`src/rtl/seq_barrel_shift.sv`:
```
// Sequential 8-bit barrel shifter/rotator.
// An operation is decomposed into three conditional stages of 1, 2 and 4
// bit positions, one stage per cycle, so latency is fixed regardless of amt.
//
// Handshake: start is a request that is accepted only on a rising edge where
// busy=0 (state IDLE); while busy=1 start is ignored and nothing is queued.
// done is a one-cycle pulse in the cycle after the final stage, and dout
// holds that result until the next completion.
module seq_barrel_shift (
  input  logic       clk,
  input  logic       rst_n,
  input  logic       start,
  input  logic [7:0] din,
  input  logic [2:0] amt,
  input  logic       dir,
  input  logic       rot,
  output logic       busy,
  output logic       done,
  output logic [7:0] dout,
  output logic [1:0] state_dbg
);

  typedef enum logic [1:0] {
    IDLE  = 2'd0,
    SHIFT = 2'd1,
    DONE  = 2'd2
  } state_t;

  state_t      state;
  state_t      state_next;
  logic [1:0]  stage;
  logic [7:0]  work;
  logic [2:0]  amt_r;
  logic        dir_r;
  logic        rot_r;
  logic        stage_en;
  logic [7:0]  work_shifted;

  // Shift or rotate w by 2^s positions (s is 0..2).
  function automatic logic [7:0] stage_op(input logic [7:0] w,
                                          input logic [1:0] s,
                                          input logic       d,
                                          input logic       r);
    logic [3:0]  n;
    logic [15:0] dbl;
    logic [7:0]  res;
    n   = 4'd1 << s;
    dbl = {w, w};
    if (r) begin
      if (d) begin
        dbl = dbl >> n;
        res = dbl[7:0];
      end else begin
        dbl = dbl << n;
        res = dbl[15:8];
      end
    end else begin
      res = d ? (w >> n) : (w << n);
    end
    return res;
  endfunction

  // State register; reset has priority over everything.
  always_ff @(posedge clk) begin
    if (!rst_n) begin
      state <= IDLE;
    end else begin
      state <= state_next;
    end
  end

  // Next-state logic, status outputs and the per-stage shift decision.
  always_comb begin
    state_next   = state;
    busy         = 1'b0;
    done         = 1'b0;
    stage_en     = 1'b0;
    work_shifted = work;
    case (stage)
      2'd0:    stage_en = amt_r[0];
      2'd1:    stage_en = amt_r[1];
      default: stage_en = amt_r[2];
    endcase
    if (stage_en) begin
      work_shifted = stage_op(work, stage, dir_r, rot_r);
    end
    case (state)
      IDLE: begin
        if (start) state_next = SHIFT;
      end
      SHIFT: begin
        busy = 1'b1;
        if (stage == 2'd2) state_next = DONE;
      end
      DONE: begin
        busy       = 1'b1;
        done       = 1'b1;
        state_next = IDLE;
      end
      default: state_next = IDLE;
    endcase
  end

  // Datapath: capture on accept, one stage per SHIFT cycle, publish on last stage.
  always_ff @(posedge clk) begin
    if (!rst_n) begin
      stage <= 2'd0;
      work  <= 8'h00;
      dout  <= 8'h00;
      amt_r <= 3'd0;
      dir_r <= 1'b0;
      rot_r <= 1'b0;
    end else begin
      case (state)
        IDLE: begin
          if (start) begin
            work  <= din;
            amt_r <= amt;
            dir_r <= dir;
            rot_r <= rot;
            stage <= 2'd0;
          end
        end
        SHIFT: begin
          work <= work_shifted;
          if (stage == 2'd2) begin
            dout  <= work_shifted;
            stage <= 2'd0;
          end else begin
            stage <= stage + 2'd1;
          end
        end
        default: ;
      endcase
    end
  end

  assign state_dbg = state;

endmodule
```
`config.mk`:
```
export PLATFORM = sky130hd
export DESIGN_NAME = seq_barrel_shift
export DESIGN_NICKNAME = d
export VERILOG_FILES = /design/src/rtl/seq_barrel_shift.sv
export SDC_FILE = /design/constraint.sdc
export NUM_CORES = 1
export LEC_CHECK = 0
export ABC_AREA = 0
export CORE_UTILIZATION = 38
export CTS_CLUSTER_SIZE = 28
export DETAILED_ROUTE_END_ITERATION = 8
export SYNTH_ARGS = -nofsm -noshare
export SYNTH_HDL_FRONTEND = slang
export SYNTH_SLANG_ARGS = --single-unit
```
`constraint.sdc`:
```
create_clock -name clk -period 2.2 [get_ports clk]
set_input_delay 0.33 -clock clk [delete_from_list [all_inputs] [get_ports clk]]
set_output_delay 0.33 -clock clk [all_outputs]
set_load 0.03 [all_outputs]
```
==> flow_summary.json <==
{
  "antenna_found_initial": 0,
  "cts_tree": "built",
  "syn_inst": 234,
  "async_reset_ff_frac": 0,
  "hold_start": "dout[5]$_SDFFE_PN0P_",
  "drv_cap": 0,
  "crit_fanout": 4,
  "critPathMaxStageDelay_ns": 0.66,
  "synth_area_leaders": "dfxtp_1 (28%), a21oi_1 (10%), nand2_1 (6.1%)",
  "startpoint": "state_dbg[0]$_SDFFE_PN0P_",
  "cts_repair_resize_count": 0,
  "grt_start_max_net_pins": 20,
  "tightestPinTransition_ns": 0.530,
  "holdWs_ns": 0.468,
  "gp_congestion": 0.886,
  "worstSetupEndpointType": "output port",
  "clock_sinks": 25,
  "drt_iter0_drc": 240,
  "wire_per_inst_um": 16.9,
  "synthSimpleGateAreaFrac": 0.209,
  "synth-compound-area-share": 0.340,
  "wl_met3_um": 352,
  "postCtsSetupBuffers": 0,
  "die_w_um": 70.3,
  "crit_cells": 3,
  "slew_violations": 0,
  "clk_pin_slew_ns": 0.09,
  "dr.pass1.iters": 5,
  "crit_slowest_cell": "clkdlybuf4s50_1",
  "path_cells": "inv_1 > ha_1 > clkdlybuf4s50_1",
  "cp-start-kind": "register",
  "worstSetupPathType": "reg2out",
  "powerDensity_nw_per_um2": 522,
  "hold_viol": 0,
  "diodes": 0,
  "finalCritPeriodShare": 0.916,
  "status": "complete, no violations",
  "route.detailed.drc": 0,
  "io_buffers": 27,
  "num_vias": 1867,
  "hold_path_class": "reg2reg",
  "leakage_nw": 0.764,
  "syn_avg_cell_area_um2": 7.58,
  "timing.fmax_mhz": 496,
  "dr.max_layer_used": "met4",
  "layout-area-overhead-vs-synth_pct": 22.0,
  "wl_met1_um": 2490,
  "synth_edf_count": 0,
  "fin_crit_ns": 2.01,
  "setup_viol": 0,
  "synthAdderAreaFrac": 0.0212,
  "yosys-top-cells-count": "a21oi_1 (36), nand2_1 (29), dfxtp_1 (25), nand3_1 (12), o21ai_0 (11)",
  "worstSetupEndpoint": "busy",
  "seq_area_frac_synth": 0.282,
  "slew_headroom": 0.643,
  "grt_pass1_vias": 1650,
  "crit_family": "buffers and inverters",
  "synth_mux_area_frac": 0.0656,
  "row_count": 24,
  "reg2reg_setup_slack_ns": 0.27,
  "cp.required_ns": 1.87,
  "syn-cell-area_um2": 1770,
  "grt_pass1_wl_um": 8720,
  "skew_ns": 0.00320,
  "syn_nets": 253,
  "dieHeight_um": 70.3,
  "holdBufCountCts": 0,
  "timing.rr.start": "stage[0]$_SDFFE_PN0P_",
  "cts_max_level": 1,
  "routed_wl_um": 5290,
  "setup_tns_ns": 0,
  "fin_nets": 281,
  "wl_met2_um": 2320,
  "synth_xor_area_frac": 0,
  "coreArea_um2": 4410,
  "clkLatencyLatePin_ns": 0.27,
  "post-place-ws_ns": 0.227,
  "cts_max_path_buffers": 2,
  "r2r-end": "work[6]$_SDFFE_PN0P_",
  "cp_data_arrival_time_ns": 1.68,
  "synth_top_area_share": 0.282,
  "synth_area_leader_cell": "dfxtp_1",
  "synth_cell_type_count": 56,
  "grt_remaining_overflow": 0,
  "pin_count": 28,
  "synth_flop_cell": "dfxtp_1",
  "dieArea_um2": 4950,
  "start_util": 0.402,
  "worst_r2r_path_depth": 6,
  "rsz0062_at_grt": "no",
  "critPathBufInv": 2,
  "drtAntennaViolNets": 0,
  "setup_slack_ns": 0.185,
  "dpl.hpwl_um": 3960,
  "root_buffer": "clkbuf_8",
  "vias_per_cell": 5.96,
  "total_power_w": 0.00113,
  "drive_gt1_frac": 0.115,
  "max-vdd-ir-drop_v": 0.000228,
  "synth_seq_cells": 25,
  "yosysMostFrequentCell": "a21oi_1",
  "synth_top_family_by_area": "compound AO/OA/AOI/OAI gates",
  "cts_buffers": 3,
  "grtUsageTotal": 0.222,
  "synth_warnings": 0
}
per-layer routing:
| layer | track usage | vias to the layer above |
|---|---|---|
| met5 | 0 | - |
| met4 | 0.0756 | 0 |
| met3 | 0.0375 | 12 |
| met2 | 0.330 | 84 |
| met1 | 0.320 | 856 |
| li1 | - | 915 |
cell type report:
cell class                      instances  area (um^2)
Tap cell                               52         65.1
Sequential cell                        25          500
Timing Repair Buffer                   43          390
Clock buffer                            3         41.3
Multi-Input combinational cell        180         1130
Inverter                                9         33.8
Clock inverter                          1         5.00
Fill cell                             444         2250
flip-flops by register name (all words and copies together), names as in the netlist:
name,count
dout,8
dir_r,1
stage,2
state_dbg,2
work,8
amt_r,3
rot_r,1
worst reg2reg max path, stage by stage, from the launching register on:
cell	delay [ns]
dfxtp_1	0.51
mux2i_1	0.15
o21ai_1	0.35
buf_4	0.25
nand2_1	0.10
or3_1	0.38
a21oi_1	0.12
layout by cell type (no fill, tap or decap), types with 3 or more instances in the layout:
master	instances
o211ai_1	4
dfxtp_1	25
clkdlybuf4s50_1	27
a21oi_1	36
clkbuf_8	3
inv_1	8
mux2i_1	6
ha_1	3
a211oi_1	6
nand3_1	12
nand2b_1	9
nor2_1	7
a22oi_1	4
o22ai_1	4
nor3_1	3
o21ai_0	11
a31oi_1	4
and3_1	3
buf_4	16
nand2_1	29
power breakdown:
part | switching [W] | internal (W)
logic | 0.000179 | 0.000145
registers | 0.0000490 | 0.000477
clock network | 0.000153 | 0.000127
stage by stage:
stage / instances / cell area [um^2] / util
2_1_floorplan: 234 / 1770 / -
3_3_place_gp: 309 / 2120 / 0.480
3_5_place_dp: 309 / 2120 / 0.480
4_1_cts: 313 / 2160 / 0.490
5_1_grt: 313 / 2160 / 0.490
6_report: 313 / 2160 / 0.490
logic make-up (layout without fill, tap and decap cells):
kind of cell	Yosys count	after routing
muxes	9	9
buffers and inverters	29	56
and+or+nand+nor	75	75
adders and majority gates	3	3
DFF	25	25
AOI/OAI and AO/OA	93	93
worst min path at each step:
stage | endpoint | cells after the start
2_1_floorplan | amt_r[2]$_SDFFE_PN0P_ | 2
3_3_place_gp | amt_r[2]$_SDFFE_PN0P_ | 2
3_5_place_dp | amt_r[2]$_SDFFE_PN0P_ | 2
4_1_cts | dout[5]$_SDFFE_PN0P_ | 2
5_1_grt | dout[5]$_SDFFE_PN0P_ | 2
6_report | dout[5]$_SDFFE_PN0P_ | 2
No activity file was read; power rests on OpenSTA's default activity.
